File: src/rtl/param_stack.sv
// Parametrised LIFO stack with registered pop data, occupancy count and error flags.
// Define PARAM_STACK_STICKY_ERR_EN to make overflow/underflow sticky until reset.
module param_stack #(
  parameter int DATA_WIDTH = 4,
  parameter int DEPTH      = 8,
  parameter int CNT_W      = $clog2(DEPTH + 1)
) (
  input  logic                  clk,
  input  logic                  rst,
  input  logic                  push,
  input  logic                  pop,
  input  logic [DATA_WIDTH-1:0] data_in,
  output logic [DATA_WIDTH-1:0] data_out,
  output logic                  out_valid,
  output logic [DATA_WIDTH-1:0] top,
  output logic [CNT_W-1:0]      count,
  output logic                  full,
  output logic                  empty,
  output logic                  overflow,
  output logic                  underflow
);

  localparam int IDX_W = (DEPTH > 1) ? $clog2(DEPTH) : 1;

  logic [DATA_WIDTH-1:0] r_mem [DEPTH];
  logic [CNT_W-1:0]      r_count;
  logic [DATA_WIDTH-1:0] r_data_out;
  logic                  r_out_valid;
  logic                  r_overflow;
  logic                  r_underflow;

  logic                  w_full;
  logic                  w_empty;
  logic [IDX_W-1:0]      w_top_idx;
  logic [IDX_W-1:0]      w_wr_idx;
  logic [DATA_WIDTH-1:0] w_top_word;
  logic                  w_pop_ok;
  logic                  w_grow;
  logic                  w_shrink;
  logic                  w_wr_en;
  logic                  w_ovf_ev;
  logic                  w_unf_ev;

  assign w_full     = (r_count == CNT_W'(DEPTH));
  assign w_empty    = (r_count == '0);
  // Index is only used when the stack is non-empty, so the truncation is lossless.
  assign w_top_idx  = IDX_W'(r_count - CNT_W'(1));
  assign w_top_word = r_mem[w_top_idx];

  assign w_pop_ok = pop && !w_empty;
  assign w_grow   = push && !w_pop_ok && !w_full;
  assign w_shrink = w_pop_ok && !push;
  assign w_wr_en  = push && (w_pop_ok || !w_full);
  assign w_wr_idx = w_pop_ok ? w_top_idx : IDX_W'(r_count);
  assign w_ovf_ev = push && !pop && w_full;
  assign w_unf_ev = pop && w_empty;

  always_ff @(posedge clk) begin
    if (!rst && w_wr_en) begin
      r_mem[w_wr_idx] <= data_in;
    end
  end

  always_ff @(posedge clk or posedge rst) begin
    if (rst) begin
      r_count     <= '0;
      r_data_out  <= '0;
      r_out_valid <= 1'b0;
      r_overflow  <= 1'b0;
      r_underflow <= 1'b0;
    end else begin
      if (w_grow) begin
        r_count <= r_count + CNT_W'(1);
      end else if (w_shrink) begin
        r_count <= r_count - CNT_W'(1);
      end
      if (w_pop_ok) begin
        r_data_out <= w_top_word;
      end
      r_out_valid <= w_pop_ok;
`ifdef PARAM_STACK_STICKY_ERR_EN
      r_overflow  <= r_overflow | w_ovf_ev;
      r_underflow <= r_underflow | w_unf_ev;
`else
      r_overflow  <= w_ovf_ev;
      r_underflow <= w_unf_ev;
`endif
    end
  end

  assign data_out  = r_data_out;
  assign out_valid = r_out_valid;
  assign top       = w_empty ? '0 : w_top_word;
  assign count     = r_count;
  assign full      = w_full;
  assign empty     = w_empty;
  assign overflow  = r_overflow;
  assign underflow = r_underflow;

endmodule

File: config.mk
export PLATFORM = sky130hd
export DESIGN_NAME = param_stack
export DESIGN_NICKNAME = d
export VERILOG_FILES = /design/src/rtl/param_stack.sv
export SDC_FILE = /design/constraint.sdc
export NUM_CORES = 1
export LEC_CHECK = 0
export CORE_MARGIN = 3
export CORE_UTILIZATION = 50
export DETAILED_ROUTE_END_ITERATION = 6
export PLACE_DENSITY = 0.73
export SETUP_SLACK_MARGIN = 0.2
export SLEW_MARGIN = 20
export SYNTH_ARGS = -nofsm -noshare
export SYNTH_HDL_FRONTEND = slang
export SYNTH_SLANG_ARGS = --single-unit
export TNS_END_PERCENT = 100
File: constraint.sdc
create_clock -name clk -period 2.7 [get_ports clk]
set_input_delay 0.54 -clock clk [delete_from_list [all_inputs] [get_ports clk]]
set_output_delay 0.54 -clock clk [all_outputs]
set_load 0.02 [all_outputs]
---- After elaboration in Yosys (flattened, before gate mapping) ----
Memory sizes are Yosys's and may differ from the RTL's.
Cells that the tools add are included.
storage, ports and cells
  RAM bits ................................ 32
  input bits .............................. 8
  output and inout port bits .............. 17
  bits in registers ....................... 11
  memories ................................ 1
operators by class
  add/subtract/negate cells ............... 2
  multiplexer cells ....................... 6
  reduce and logical (&&, ||, !) cells .... 18
  equal/unequal tests ..................... 1
memories
  name   depth  width  read ports  clocked after memory_dff  wr ports  line  source
  r_mem  8      4      1           0                         1         25    logic [DATA_WIDTH-1:0] r_mem [DEPTH];
operators with widths
  kind                 number
  $mux 4               3
  $logic_and 1x1->1    9
  $logic_not 1->1      6
  $add 4x1->4 const B  1
  $eq 4x4->1 const B   1
  $logic_not 4->1      1
  $sub 4x1->4 const B  1
  $mux 3               1
  $mux 1               2
  $reduce_bool 2->1    1
  $logic_or 1x1->1     1

---- Logic depth before layout (Yosys ltp) ----
  word-level depth ........................ 8
  depth in mapped cells ................... 8
  gate-level depth less buffers ........... 7

---- Least setup slack after synthesis ----
No wires, ideal clock.
  path type ............................... register to register
  from .................................... reg r_count[1] (netlist: count[1])
  to ...................................... mem r_mem[6][0], enable pin
  path slack .............................. 0.199 ns
  data arrival time ....................... 2.172 ns
  cell stages (with the launch flop) ...... 9
  setup time .............................. 0.329 ns
  clock period less this slack ............ 2.501 ns
  buffers on the path ..................... 1
  cell sequence ........................... dfrtp_1 > clkbuf_1 > inv_1 > ha_1 > or3b_4 > clkinv_4 > nor3_2 > or3b_4 > nor2_1
on the way
  cells in the longest elaborated chain, start to end .. 8
ends and longest elaborated chain
  what                          line  source
  from (decl)                   26    logic [CNT_W-1:0] r_count;
  from (signal assigned)        73    r_count <= r_count + CNT_W'(1);
  from (signal assigned)        75    r_count <= r_count - CNT_W'(1);
  $logic_not 4->1 *             45    assign w_empty = (r_count == '0);
  named net empty               18    output logic empty,
  $logic_not 1->1 *             50    assign w_pop_ok = pop && !w_empty;
  $logic_and 1x1->1 *           50
  $logic_or 1x1->1              53    assign w_wr_en = push && (w_pop_ok || !w_full);
  $logic_and 1x1->1             53
  $logic_and 1x1->1             59    if (!rst && w_wr_en) begin
  $mux 1                        59
  $mux 1 (not written as such)  60    r_mem[w_wr_idx] <= data_in;
  to (decl)                     25
The timed path passes the listed nets; every way through them passes the cells marked *.

---- Worst setup path after layout ----
  from .................................... reg r_count[0] (netlist: count[0])
  to ...................................... out top[3]
on the way
  cells in the longest elaborated chain, start to end .. 3
ends and longest elaborated chain
  what         line  source
  $sub 4x1->4  --
  $mem_v2 8x4  --
  $mux 4 *     93    assign top = w_empty ? '0 : w_top_word;
  to (decl)    15    output logic [DATA_WIDTH-1:0] top,
Mark *: on every way between the ends. The rest lies on a longest branch, timed or not.

==> results.tsv <==
stage	metric	value	unit
setup_path	end_kind	primary output	
timing	setup_ws	0.2662	ns
timing	finalCritPeriodShare	0.9014	
setup_path	cp.buffers_inverters	4	
cells_and_area	syn2layout_area_growth	23.68	%
routing	drtAntennaViolNets	0	
global_route	grt_max_degree	22	
cells_and_area	seqCellArea	1236	um2
synthesis	syn_nets	188	
clock_network	tritoncts	yes	
timing	min_period	2.434	ns
global_route	grt_antenna_before_repair	0	
cells_and_area	fin_nets	220	
synthesis	synth_ff_type	edfxtp_1	
clock_network	clkTransAtPathRegs	0.08	ns
synthesis	postSynthCellCount	178	
cells_and_area	post_route_cells_drive_above_1_share	0.1991	
setup_path	worst_path_max_delay_cell	dfrtp_1	
setup_path	crit_required	2.16	ns
setup_path	path_cells	inv_2 > ha_4 > buf_4 > xor2_4 > buf_4 > nand3_1 > nand4_1 > nor2_1 > clkbuf_2	
setup_path	max_stage_delay	0.39	ns
floorplan	io_pins	25	
placed_design	hpwl	3.129	mm
placed_design	port_buffers	24	
clock_network	clkLatencyLatePin	0.29	ns
setup_path	crit_top_cell	buf_4	
min_path	hold_class	flop to flop	
synthesis	synthTopCellsByArea	edfxtp_1 (46%), dfrtp_1 (13%), mux2i_1 (7.7%)	
placed_design	place.gp.congestion	0.8832	
synthesis	netlist_area	2082	um2
clock_network	clockBufferDepth	2	
clock_network	h-tree-depth	2	
timing	setup_viol	0	
power	ir_drop	0.4937	mV
floorplan	start_util	0.5441	
synthesis	async_flop_share	0.2558	
floorplan	die_h	70.53	um
setup_path	critPathTopFamily	buffers and inverters	
global_route	gr-total-overflow	0	
routing	post_drt_via_cell_ratio	5.784	
global_route	track_usage	0.1865	
outcome	status	finished clean	
synthesis	synth_area_leader_cell	edfxtp_1	
timing	fmax	410.9	MHz
power	leakage	0.001002	uW
setup_path	cp.arrival	1.89	ns
clock_network	cts_root_buffer	clkbuf_8	
synthesis	synth_edf_count	32	
routing	route.detailed.drc	0	
timing	setup_tns	0	ns
cells_and_area	antennaDiodeCount	0	
synthesis	netlist.area_leader.share	0.4615	
routing	vias	1498	
floorplan	rows	22	
timing	rsz0062_at_grt	true	
timing	worst_pin_slew	0.4942	ns
global_route	grt_pass1_wl	7.203	mm
floorplan	die-area	4974	um2
timing	relSlewSlack	0.6683	
run	drv_cap	0	
placed_design	pre_cts_ws	0.1441	ns
cells_and_area	stdcell_count	259	
routing	wl	4.375	mm
routing	drt_pass1_iterations	4	
synthesis	yosysUniqueCellTypes	37	
power	powerDensity	1224	nW/um2
cells_and_area	fillers	287	
synthesis	synth_warnings	0	
synthesis	seq_area_frac_synth	0.5938	
timing	finClkSkew	0.007551	ns
synthesis	synth.ff_latch_count	43	
setup_path	r2r_cells	8	
global_route	grt_pass1_vias	1476	
placed_design	place_inst	248	
floorplan	die_x	70.53	um
setup_path	crit_type	flop to primary output	
floorplan	core_area	3826	um2
setup_path	cp.depth	9	
routing	first_iter_violations	93	
cells_and_area	multi_input_area	805.8	um2
clock_network	clock-sinks	43	
timing	hold_violations	0	
synthesis	syn_area_per_cell	11.70	um2
min_path	hold_path_depth	2	
clock_network	cts_buffers	5	
routing	wl_per_cell	16.89	um
setup_path	critPathLaunchType	flop	
timing	finalMaxSlewViolations	0	
setup_path	path_max_fanout	8	
==> through the flow <==
| step | utilization | total power (uW) | hold WS [ns] | cell area, um2 |
|---|---|---|---|---|
| floorplan | - | 2005 | 0.4005 | 2085 |
| global placement | 0.6272 | 2549 | 0.4630 | 2400 |
| detailed placement | 0.6272 | 2594 | 0.4698 | 2400 |
| CTS | 0.6651 | 3113 | 0.4897 | 2545 |
| global route | 0.6730 | 3378 | 0.5456 | 2575 |
| finish | 0.6730 | 3152 | 0.4844 | 2575 |
==> cells by family after synthesis <==
logic type,count (synthesis),share of synthesized area
buffers and inverters,20,0.04568
XOR/XNOR,4,0.01683
adder cells (fa/ha/maj),2,0.01202
AND/OR/NAND/NOR,61,0.1599
flip-flops,43,0.5937
AO/OA/AOI/OAI,32,0.09496
multiplexers,16,0.07692
==> sequential cells by signal, indices dropped and copies added, names as in the netlist <==
name / count
r_mem: 32
count: 4
data_out: 4
out_valid: 1
overflow: 1
underflow: 1
==> final timing paths <==
check / endpoint / slack, ns / from
max: top[3] / 0.27 / count[0]
min: data_out[2] / 0.48 / data_out[2]
max reg2reg: r_mem[4][3] / 0.32 / count[0]
min reg2reg: data_out[2] / 0.48 / data_out[2]
max in group asynchronous: count[0] / 1.99 / rst
min in group asynchronous: data_out[2] / 0.57 / rst
==> synthesized netlist by cell type, types with 2 or more instances <==
cell type	instances
nor2_1	10
clkbuf_1	7
o21bai_1	2
nand3b_1	2
mux2i_1	16
nand2b_1	3
nand2_1	9
xor2_1	2
edfxtp_1	32
nand3_1	18
nor2b_1	2
o211ai_1	4
nor3b_1	2
nand4_1	6
a21oi_2	2
inv_1	7
or3b_4	2
xnor2_1	2
dfrtp_1	11
buf_2	3
ha_1	2
nor3_1	3
o21ai_0	10
a21oi_1	8
==> report_power, final <==
part	switching (uW)	internal, uW	total, uW	leakage [uW]
combinational	1060	713	1770	0.000520
sequential	61.4	824	886	0.000426
clock	219	276	495	0.0000562
total	1340	1810	3150	0.00100
==> layout make-up <==
cell class | instances | share of cell area
inverters | 8 | 0.01361
clock buffers | 5 | 0.02672
well taps | 48 | 0.02332
multi-input cells | 115 | 0.3129
repair buffers | 37 | 0.1268
flip-flops and latches | 43 | 0.4801
clock inverters | 3 | 0.01652
==> metal layers <==
layer / routed length [um] / vias to the layer above / GRT usage
met3: 294 / 15 / 0.05256
met4: 136 / 0 / 0.09186
li1: - / 717 / -
met2: 2100 / 49 / 0.2994
met1: 1845 / 717 / 0.2329
met5: 0 / - / 0
==> tightest hold or removal path: stages, from the launching register on <==
cell and delay (ns):
dfrtp_1 0.35, nand2_1 0.05, o21ai_0 0.06
==> repair_timing <==
item,4_1_cts,5_1_grt
endpoints found under the setup margin,16,18
buffers inserted,0,3
pin swaps,0,3
resized for setup,19,14
hold buffers,0,0
==> cells in the final DEF, fill, tap and decap left out, drive strengths merged, types with 2 or more instances in the layout <==
cell | synthesis | routed
clkinv | 1 | 2
o211ai | 4 | 4
nand2 | 9 | 9
edfxtp | 32 | 32
buf | 5 | 15
nand3 | 18 | 18
nor2b | 3 | 3
clkdlybuf4s50 | 0 | 18
ha | 2 | 2
a21oi | 10 | 10
or3b | 2 | 2
nand3b | 2 | 2
inv | 7 | 8
nor3 | 4 | 4
mux2i | 16 | 16
o21bai | 2 | 2
nor3b | 2 | 2
nand4 | 6 | 6
xnor2 | 2 | 2
o21ai | 10 | 10
clkbuf | 7 | 8
xor2 | 2 | 2
nand2b | 3 | 3
dfrtp | 11 | 11
nor2 | 10 | 10
Power figures use the tool's default switching activity.
